<file path="src/rtl/julia_pkg.sv">
// rtl/julia_pkg.sv - shared types for the Julia renderer pixel path
// Purpose: pixel/address types, the buffered pixel entry and the FSM state
//          encodings used by pixel_writer and pixel_fifo.
// Ports:   none (package).
package julia_pkg;

  typedef logic [7:0]  pixel_t;
  typedef logic [31:0] addr_t;

  // One buffered pixel: frame-relative address plus value.
  typedef struct packed {
    addr_t  addr;
    pixel_t data;
  } fifo_entry_t;

  typedef enum logic [1:0] {
    ACC_IDLE,
    ACC_ACK,
    ACC_SETTLE
  } acc_state_t;

  typedef enum logic {
    W_IDLE,
    W_WRITE
  } wr_state_t;

endpackage

</file>
<file path="src/rtl/pixel_fifo.sv">
// rtl/pixel_fifo.sv - small synchronous FIFO for buffered pixel writes
// Purpose: DEPTH-entry FIFO with registered storage and a combinational view
//          of the head and the entry behind it.
// Ports:   clk, n_rst        clock, async active-low reset
//          push_i/push_data_i write an entry (ignored when full)
//          pop_i             drop the head (ignored when empty)
//          head_o, next_o    head entry and the one after it
//          full_o, empty_o   occupancy flags
//          multi_o           two or more entries held
module pixel_fifo #(
  parameter int unsigned DEPTH = 4,
  parameter int unsigned WIDTH = 40
) (
  input  logic             clk,
  input  logic             n_rst,
  input  logic             push_i,
  input  logic [WIDTH-1:0] push_data_i,
  input  logic             pop_i,
  output logic [WIDTH-1:0] head_o,
  output logic [WIDTH-1:0] next_o,
  output logic             full_o,
  output logic             empty_o,
  output logic             multi_o
);

  localparam int unsigned AW = $clog2(DEPTH);

  // Pointers carry one extra bit so full and empty can be told apart.
  logic [AW:0]      wr_ptr_q;
  logic [AW:0]      rd_ptr_q;
  logic [AW:0]      count;
  logic [AW-1:0]    rd_next_idx;
  logic             do_push;
  logic             do_pop;
  logic [WIDTH-1:0] mem_q [DEPTH];

  assign count       = wr_ptr_q - rd_ptr_q;
  assign empty_o     = (wr_ptr_q == rd_ptr_q);
  assign full_o      = (wr_ptr_q[AW] != rd_ptr_q[AW]) &&
                       (wr_ptr_q[AW-1:0] == rd_ptr_q[AW-1:0]);
  assign multi_o     = (count > (AW+1)'(1));
  assign rd_next_idx = rd_ptr_q[AW-1:0] + AW'(1);

  // Fullness is judged before the edge: a pop on the same edge does not
  // make room for a push.
  assign do_push = push_i && !full_o;
  assign do_pop  = pop_i && !empty_o;

  assign head_o = mem_q[rd_ptr_q[AW-1:0]];
  assign next_o = mem_q[rd_next_idx];

  always_ff @(posedge clk or negedge n_rst) begin
    if (!n_rst) begin
      wr_ptr_q <= '0;
      rd_ptr_q <= '0;
    end else begin
      if (do_push) wr_ptr_q <= wr_ptr_q + (AW+1)'(1);
      if (do_pop)  rd_ptr_q <= rd_ptr_q + (AW+1)'(1);
    end
  end

  always_ff @(posedge clk) begin
    if (do_push) mem_q[wr_ptr_q[AW-1:0]] <= push_data_i;
  end

endmodule

</file>
<file path="src/rtl/pixel_writer.sv">
// rtl/pixel_writer.sv - buffers search-stage pixels and writes them to frame memory
// Purpose: accepts {address, value} from the Julia search stage, acknowledges
//          each with a one-cycle release pulse, buffers it in pixel_fifo and
//          issues single-beat Avalon-MM writes at BASE_ADDR + address.
//          Optional frame counter: define PIXEL_WRITER_FRAME_COUNT_EN.
// Ports:   clk, n_rst                      clock, async active-low reset
//          found, sel_data_syn,
//          sel_address_syn                 selected pixel from search stage
//          release_o                       pixel accepted (one-cycle pulse)
//          avm_address, avm_writedata,
//          avm_write, avm_waitrequest      Avalon-MM write master
//          busy                            pixels buffered or write pending
//          frame_done                      last pixel of a frame written
module pixel_writer
  import julia_pkg::*;
#(
  parameter int unsigned FIFO_DEPTH   = 4,
  parameter logic [31:0] BASE_ADDR    = 32'h0000_0000,
  parameter int unsigned FRAME_PIXELS = 307200
) (
  input  logic        clk,
  input  logic        n_rst,
  input  logic        found,
  input  logic [7:0]  sel_data_syn,
  input  logic [31:0] sel_address_syn,
  output logic        release_o,
  output logic [31:0] avm_address,
  output logic [7:0]  avm_writedata,
  output logic        avm_write,
  input  logic        avm_waitrequest,
  output logic        busy,
  output logic        frame_done
);

  localparam int unsigned ENTRY_W = $bits(fifo_entry_t);

  acc_state_t  acc_q;
  wr_state_t   wr_q;
  logic        release_q;
  logic        avm_write_q;
  addr_t       avm_address_q;
  pixel_t      avm_writedata_q;

  fifo_entry_t push_entry;
  fifo_entry_t head_entry;
  fifo_entry_t next_entry;
  logic        fifo_push;
  logic        fifo_full;
  logic        fifo_empty;
  logic        fifo_multi;
  logic        wr_done;

  assign push_entry = '{addr: sel_address_syn, data: sel_data_syn};
  assign fifo_push  = (acc_q == ACC_IDLE) && found && !fifo_full;
  assign wr_done    = avm_write_q && !avm_waitrequest;

  // The entry being written stays in the FIFO until it completes, so a full
  // FIFO includes the in-flight pixel.
  pixel_fifo #(
    .DEPTH (FIFO_DEPTH),
    .WIDTH (ENTRY_W)
  ) u_fifo (
    .clk         (clk),
    .n_rst       (n_rst),
    .push_i      (fifo_push),
    .push_data_i (push_entry),
    .pop_i       (wr_done),
    .head_o      (head_entry),
    .next_o      (next_entry),
    .full_o      (fifo_full),
    .empty_o     (fifo_empty),
    .multi_o     (fifo_multi)
  );

  // Accept FSM. SETTLE gives the search stage one cycle to refresh its
  // registered outputs after seeing release before found is trusted again.
  always_ff @(posedge clk or negedge n_rst) begin
    if (!n_rst) begin
      acc_q     <= ACC_IDLE;
      release_q <= 1'b0;
    end else begin
      case (acc_q)
        ACC_IDLE: begin
          release_q <= 1'b0;
          if (found && !fifo_full) acc_q <= ACC_ACK;
        end
        ACC_ACK: begin
          release_q <= 1'b1;
          acc_q     <= ACC_SETTLE;
        end
        ACC_SETTLE: begin
          release_q <= 1'b0;
          acc_q     <= ACC_IDLE;
        end
        default: begin
          release_q <= 1'b0;
          acc_q     <= ACC_IDLE;
        end
      endcase
    end
  end

  // Write FSM. On completion the entry behind the head is loaded directly so
  // a backlog drains at one write per cycle.
  always_ff @(posedge clk or negedge n_rst) begin
    if (!n_rst) begin
      wr_q            <= W_IDLE;
      avm_write_q     <= 1'b0;
      avm_address_q   <= '0;
      avm_writedata_q <= '0;
    end else if (wr_q == W_IDLE) begin
      if (!fifo_empty) begin
        avm_address_q   <= BASE_ADDR + head_entry.addr;
        avm_writedata_q <= head_entry.data;
        avm_write_q     <= 1'b1;
        wr_q            <= W_WRITE;
      end
    end else begin
      if (!avm_waitrequest) begin
        if (fifo_multi) begin
          avm_address_q   <= BASE_ADDR + next_entry.addr;
          avm_writedata_q <= next_entry.data;
        end else begin
          avm_write_q <= 1'b0;
          wr_q        <= W_IDLE;
        end
      end
    end
  end

  assign release_o     = release_q;
  assign avm_address   = avm_address_q;
  assign avm_writedata = avm_writedata_q;
  assign avm_write     = avm_write_q;
  assign busy          = !fifo_empty || avm_write_q;

`ifdef PIXEL_WRITER_FRAME_COUNT_EN
  localparam int unsigned FC_W = (FRAME_PIXELS > 1) ? $clog2(FRAME_PIXELS) : 1;

  logic [FC_W-1:0] frame_cnt_q;
  logic [FC_W-1:0] frame_cnt_d;
  logic            frame_done_q;
  logic            frame_done_d;

  always_comb begin
    frame_cnt_d  = frame_cnt_q;
    frame_done_d = 1'b0;
    if (wr_done) begin
      if (frame_cnt_q == FC_W'(FRAME_PIXELS - 1)) begin
        frame_cnt_d  = '0;
        frame_done_d = 1'b1;
      end else begin
        frame_cnt_d = frame_cnt_q + FC_W'(1);
      end
    end
  end

  always_ff @(posedge clk or negedge n_rst) begin
    if (!n_rst) begin
      frame_cnt_q  <= '0;
      frame_done_q <= 1'b0;
    end else begin
      frame_cnt_q  <= frame_cnt_d;
      frame_done_q <= frame_done_d;
    end
  end

  assign frame_done = frame_done_q;
`else
  // No frame counter in this build; FRAME_PIXELS only matters when it exists.
  assign frame_done = 1'b0 & (FRAME_PIXELS == 0);
`endif

endmodule

</file>
<file path="config.mk">
export PLATFORM = sky130hd
export DESIGN_NAME = pixel_writer
export DESIGN_NICKNAME = d
export VERILOG_FILES = /design/src/rtl/julia_pkg.sv /design/src/rtl/pixel_fifo.sv /design/src/rtl/pixel_writer.sv
export SDC_FILE = /design/constraint.sdc
export NUM_CORES = 1
export LEC_CHECK = 0
export ABC_CLOCK_PERIOD_IN_PS = 2900
export CORE_ASPECT_RATIO = 2
export CORE_MARGIN = 1
export CORE_UTILIZATION = 40
export CTS_CLUSTER_DIAMETER = 120
export CTS_CLUSTER_SIZE = 12
export DETAILED_ROUTE_END_ITERATION = 8
export GPL_TIMING_DRIVEN = 0
export HOLD_SLACK_MARGIN = 0.03
export PLACE_DENSITY_LB_ADDON = 0.05
export SYNTH_ARGS = -nofsm -noshare
export SYNTH_HDL_FRONTEND = slang
export SYNTH_SLANG_ARGS = --single-unit
</file>
<file path="constraint.sdc">
create_clock -name clk -period 2.9 [get_ports clk]
set_input_delay 0.435 -clock clk [delete_from_list [all_inputs] [get_ports clk]]
set_output_delay 0.435 -clock clk [all_outputs]
set_load 0.03 [all_outputs]
</file>
=== Yosys cells after proc, flatten, opt, wreduce, memory -nomap -nowiden ===
Memories as Yosys holds them, arrays and structs flattened.
Cells that the tools add are included.

* Bits of input ports: 44
* Bits in registers: 51
* Memories kept: 1
* Bits in writable memories: 160

{| class="wikitable"
|+ Memory list
! name !! depth !! bits a word !! read ports !! clocked after Yosys merged registers in !! wr ports !! line !! text
|-
| u_fifo.mem_q || 4 || 40 || 2 || 0 || 1 || pixel_fifo.sv:35 || <nowiki>logic [WIDTH-1:0] mem_q [DEPTH];</nowiki>
|}

* Magnitude comparators: 1
* Multiplexer cells: 21
* Eq/ne operators: 9
* Add/sub/neg operators: 4
* Reduce and logical (&&, ||, !) cells: 14

{| class="wikitable"
|+ Operators by type and width
! cell !! number
|-
| 32-bit two-way mux || 4
|-
| 8-bit two-way mux || 4
|-
| 1-bit two-way mux || 11
|-
| 1-bit logical AND || 7
|-
| 3-bit by 1-bit adder with 3-bit output, second input constant || 2
|-
| 2-bit inequality test, second input constant || 3
|-
| 3-bit AND reduction || 2
|-
| 2-bit by 1-bit inequality test with 1-bit output, second input constant || 2
|-
| 2-bit case mux with 2 select lines || 1
|-
| 3-bit == test || 1
|-
| 3-bit by 1-bit greater-than comparator with 1-bit output, second input constant || 1
|-
| 1-bit zero test || 3
|-
| 3-bit subtractor || 1
|-
| 2-bit by 1-bit adder with 2-bit output, second input constant || 1
|-
| 2-bit by 1-bit == test with 1-bit output, second input constant || 1
|-
| 2-bit == test || 1
|-
| 2-bit zero test || 1
|-
| 2-bit two-way mux || 1
|-
| 1-bit logical OR || 1
|-
| 1-bit inequality test || 1
|}

=== Depth between registers and ports, before layout ===
* Depth after elaboration: 7
* Mapped depth: 9

=== Modules after synthesis ===
Synthesis repeated with hierarchy kept, for this count alone.

* Cells, all modules: 552
* Area total of the unflattened synthesis: 10,009.6 um2

{| class="wikitable"
|+ Modules (own cells, without submodules)
! module !! times used !! area each (um2) !! cells each
|-
| pixel_fifo || 1 || 7,215.7 || 302
|-
| pixel_writer || 1 || 2,793.9 || 250
|}

=== Least setup slack after synthesis ===
Ideal clock, no wire load.

* Path type: register to register
* Start point: register u_fifo.rd_ptr_q[1]
* End point: memory u_fifo.mem_q[3][0] (enable)
* Setup time: 403 ps
* Cell stages (with the launch flop): 9
* Data required time: 2,497 ps
* Setup slack: -184 ps
* Data arrival time: 2,682 ps
* Cells stage by stage: dfrtp_1 -> buf_2 -> buf_2 -> buf_4 -> inv_1 -> ha_1 -> nand2_1 -> o211a_1 -> and2_1

* Longest elaborated chain between the ends: 7

{| class="wikitable"
|+ RTL lines
! element !! line !! text
|-
| from (decl) || pixel_fifo.sv:30 || <nowiki>logic [AW:0] rd_ptr_q;</nowiki>
|-
| from (signal assigned) || pixel_fifo.sv:58 || <nowiki>if (do_pop) rd_ptr_q <= rd_ptr_q + (AW+1)'(1);</nowiki>
|-
| 2-bit == test * || pixel_fifo.sv:40 || <nowiki>(wr_ptr_q[AW-1:0] == rd_ptr_q[AW-1:0]);</nowiki>
|-
| 1-bit logical AND * || pixel_fifo.sv:39 || <nowiki>assign full_o = (wr_ptr_q[AW] != rd_ptr_q[AW]) &&</nowiki>
|-
| 1-bit zero test * || pixel_fifo.sv:46, pixel_writer.sv:54 ||
|-
| 1-bit logical AND || pixel_writer.sv:54 || <nowiki>assign fifo_push = (acc_q == ACC_IDLE) && found && !fifo_full;</nowiki>
|-
| 1-bit logical AND * || pixel_fifo.sv:46 || <nowiki>assign do_push = push_i && !full_o;</nowiki>
|-
| 1-bit two-way mux * || pixel_fifo.sv:63 || <nowiki>if (do_push) mem_q[wr_ptr_q[AW-1:0]] <= push_data_i;</nowiki>
|-
| 1-bit two-way mux (implied by the code) * || pixel_fifo.sv:63 ||
|-
| to (decl) || pixel_fifo.sv:35 ||
|}

Mark *: on every way between the ends. The rest lies on a longest branch, timed or not.

=== Worst setup path in the final report ===
* Start point: register u_fifo.rd_ptr_q[1]
* End point: output busy

* Longest elaborated chain between the ends: 3

{| class="wikitable"
|+ RTL lines
! element !! line !! text
|-
| 3-bit == test || pixel_fifo.sv:38 || <nowiki>assign empty_o = (wr_ptr_q == rd_ptr_q);</nowiki>
|-
| 1-bit zero test || pixel_writer.sv:135 || <nowiki>assign busy = !fifo_empty || avm_write_q;</nowiki>
|-
| 1-bit logical OR || pixel_writer.sv:135 ||
|-
| to (decl) || pixel_writer.sv:31 || <nowiki>output logic busy,</nowiki>
|}

Every way passes these cells.

==> run_results.csv <==
group,metric,value,unit
logic_synthesis,synth.net_count,631,
setup_path,worstPathRequired,2.47,ns
final_layout,final_common_cell,"edfxtp_1",
logic_synthesis,synth_compound_area_frac,0.0666,
sta,relSlewSlack,0.501,
logic_synthesis,synth_area_per_cell,16.6,um2
drt,drc,12,
setup_path,critical_path_arrival,2.28,ns
sta,clock.fmax,0.369,GHz
placement,dpl.hpwl,14700,um
die,ioPinCount,88,
grt,grt.overflow.total,0,
run_status,status,"complete, but fails checks",
placement,dp_slack,-0.772,ns
clock_network,htree_num_levels,1,
grt,track_usage,0.194,
logic_synthesis,synthXorXnorAreaFrac,0.00782,
final_layout,areaGrowthSynthToFinish,19.5,%
logic_synthesis,synth_top_family_by_area,"multiplexers",
logic_synthesis,synthAdderAreaFrac,0.0112,
clock_network,worstSkewPairLatency,0.49,ns
setup_path,max_stage_delay,0.39,ns
placement,gp_congestion,0.745,
drt,totalWireLength,23400,um
drt,detail-route-antenna-nets,0,
clock_network,cts_num_sinks,211,
setup_path,path_buf_inv,5,
die,die-height,221,um
setup_path,worst_path_most_repeated_cell,"inv_1",
power_and_ir_drop,peakVddDrop,0.699,mV
logic_synthesis,syn_area,0.00960,mm2
power_and_ir_drop,power.density,1280,mW/mm2
placement,placed_cell_area,0.0108,mm2
drt,vias_per_cell,5.69,
setup_path,crit_fanout,10,
drt,routedWlPerCell,23.7,um
setup_path,worstPathCellList,"buf_6 -> buf_12 -> inv_1 -> ha_1 -> nand3_2 -> nor2_1 -> inv_1 -> dlygate4sd2_1",
grt,antenna_found_initial,0,
die,dieArea,0.0246,mm2
die,row_count,79,
sta,min_period,2.71,ns
die,start_util,0.410,
logic_synthesis,synthCells,579,
drt,firstDrtPassIters,8,
sta,fin_crit_sh,0.935,
sta,tightest_slew,0.749,ns
run,drv_cap,0,
clock_network,cts-root-buf,"clkbuf_16",
placement,numPortBuffers,86,
drt,vias,5618,
final_layout,diodes,0,
sta,slew_violations,0,
die,chipWidth,112,um
logic_synthesis,synth_warnings,0,
setup_path,path_delay_family,"buffers and inverters",
final_layout,most-common-layout-cells,"160 x edfxtp_1, 84 x clkdlybuf4s50_1, 81 x mux2_2",
logic_synthesis,synthSimpleGateAreaFrac,0.0112,
setup_path,path_class,"reg -> out",
clock_network,clk_path_buf_depth,3,
logic_synthesis,seq_area_frac_synth,0.634,
setup_path,start_kind,"flip-flop",
setup_path,critPathCaptureType,"output pin",
sta,whs,0.463,ns
power_and_ir_drop,power,14700,uW
grt,grt_pass1_wl,36000,um
final_layout,drive_above_1_share,0.252,
final_layout,final_area,0.0115,mm2
grt,grt_max_degree,42,
power_and_ir_drop,leakage,0.00423,uW
die,core_area,0.0234,mm2
grt,grt_pass1_vias,6251,
clock_network,cts_made_buffers,21,
setup_path,critPathSlowestCell,"dfrtp_1",
hold_path,hold_class,"reg -> reg",
run_status,violations,"design-rule violations",
sta,hold_viol,0,
logic_synthesis,synth.distinct_cells,31,
final_layout,num-nets-final,744,
sta,setup_tns,0,ns
sta,setup_viol,0,
logic_synthesis,yosys-mux-area-fraction,0.243,
logic_synthesis,ys_seq_elements,211,
clock_network,tritoncts,"built",
drt,drtIter0Drc,301,
clock_network,clk_pin_slew,0.06,ns
sta,fin_ws,0.188,ns
sta,rsz0062_at_grt,"no",
sta,fin_worst_skew,0.0107,ns
[cell families after synthesis]
logic type,Yosys count
XOR/XNOR,7
AO/OA/AOI/OAI,86
AND/OR/NAND/NOR,20
multiplexers,202
other,1
flip-flops,211
adder cells (fa/ha/maj),8
buffers and inverters,44
[through the flow]
stage,instances,utilization
2_1_floorplan,579,-
3_3_place_gp,948,0.462
3_5_place_dp,949,0.462
4_1_cts,985,0.489
5_1_grt,988,0.490
6_report,988,0.490
[sequential cells by signal, indices dropped and copies added, names as in the netlist]
signal,flops
wr_q,1
avm_write,1
u_fifo.rd_ptr_q,3
acc_q,2
avm_address,32
u_fifo.mem_q,160
avm_writedata,8
u_fifo.wr_ptr_q,3
release_o,1
[per-layer routing]
| metal | vias up | track usage | routed length (um) |
|---|---|---|---|
| li1 | 2533 | - | - |
| met1 | 2896 | 0.213 | 9060 |
| met2 | 148 | 0.365 | 12700 |
| met3 | 41 | 0.0236 | 895 |
| met4 | 0 | 0.0889 | 746 |
| met5 | - | 0 | 0 |
[timing repair]
action                                 in CTS  in global routing
hold buffers                                1                  0
setup buffers                               0                  3
resized for setup                          12                  0
endpoints found under the hold margin      23                  0
setup endpoints to repair                 202                  1
[cell usage after synthesis (all sizes together)]
library cell | instances | area, um2
nor2b | 3 | 18.8
a21oi | 2 | 13.8
nand2b | 2 | 12.5
nand2 | 3 | 11.3
fa | 1 | 20.0
mux2 | 121 | 1510
nand4b | 1 | 8.76
conb | 1 | 3.75
xor2 | 1 | 8.76
nand3b | 1 | 7.51
a221oi | 40 | 350
o211a | 1 | 10.0
mux2i | 81 | 823
nand3 | 1 | 5.00
buf | 24 | 170
xnor3 | 1 | 22.5
and2 | 4 | 25.0
edfxtp | 160 | 4800
inv | 4 | 15.0
o21ai | 3 | 15.0
ha | 7 | 87.6
clkbuf | 16 | 60.1
xnor2 | 5 | 43.8
dfrtp | 51 | 1280
nor2 | 5 | 18.8
o22ai | 40 | 250
[worst register-to-register path: cells and delay by family (launching register included)]
family                   cells  cell delay, ns
AO/OA/AOI/OAI                1            0.52
adder cells (fa/ha/maj)      1            0.32
buffers and inverters        3            0.79
flip-flops                   1            0.47
multiplexers                 2            0.35
[power breakdown]
part | total (uW) | internal (uW) | switching, uW
logic | 7730 | 3790 | 3940
clock network | 2430 | 1350 | 1070
registers | 4520 | 4130 | 394
total | 14700 | 9270 | 5410
[cell type report]
class	instances	area [um2]
fillers	2016	12000
flip-flops and latches	211	6080
multi-input cells	324	3280
repair buffers	91	907
clock buffers	35	578
well taps	283	354
plain buffers	39	244
inverters	4	15.0
clock inverters	1	7.51
[worst paths after layout]
kind                       slack, ns                           start                          end  depth (start not counted)
min in group asynchronous       0.53                           n_rst  avm_address[27]$_DFFE_PN0P_                          2
max in group asynchronous       1.76                           n_rst  avm_address[13]$_DFFE_PN0P_                          3
hold reg to reg                 0.46            acc_q[1]$_DFFE_PN0P_         acc_q[1]$_DFFE_PN0P_                          1
hold / removal                  0.46            acc_q[1]$_DFFE_PN0P_         acc_q[1]$_DFFE_PN0P_                          1
setup reg to reg                0.39  u_fifo.rd_ptr_q[0]$_DFFE_PN0P_  avm_address[16]$_DFFE_PN0P_                          7
setup / recovery                0.19  u_fifo.rd_ptr_q[1]$_DFFE_PN0P_                         busy                          8
(Power assumes the default switching activity.)
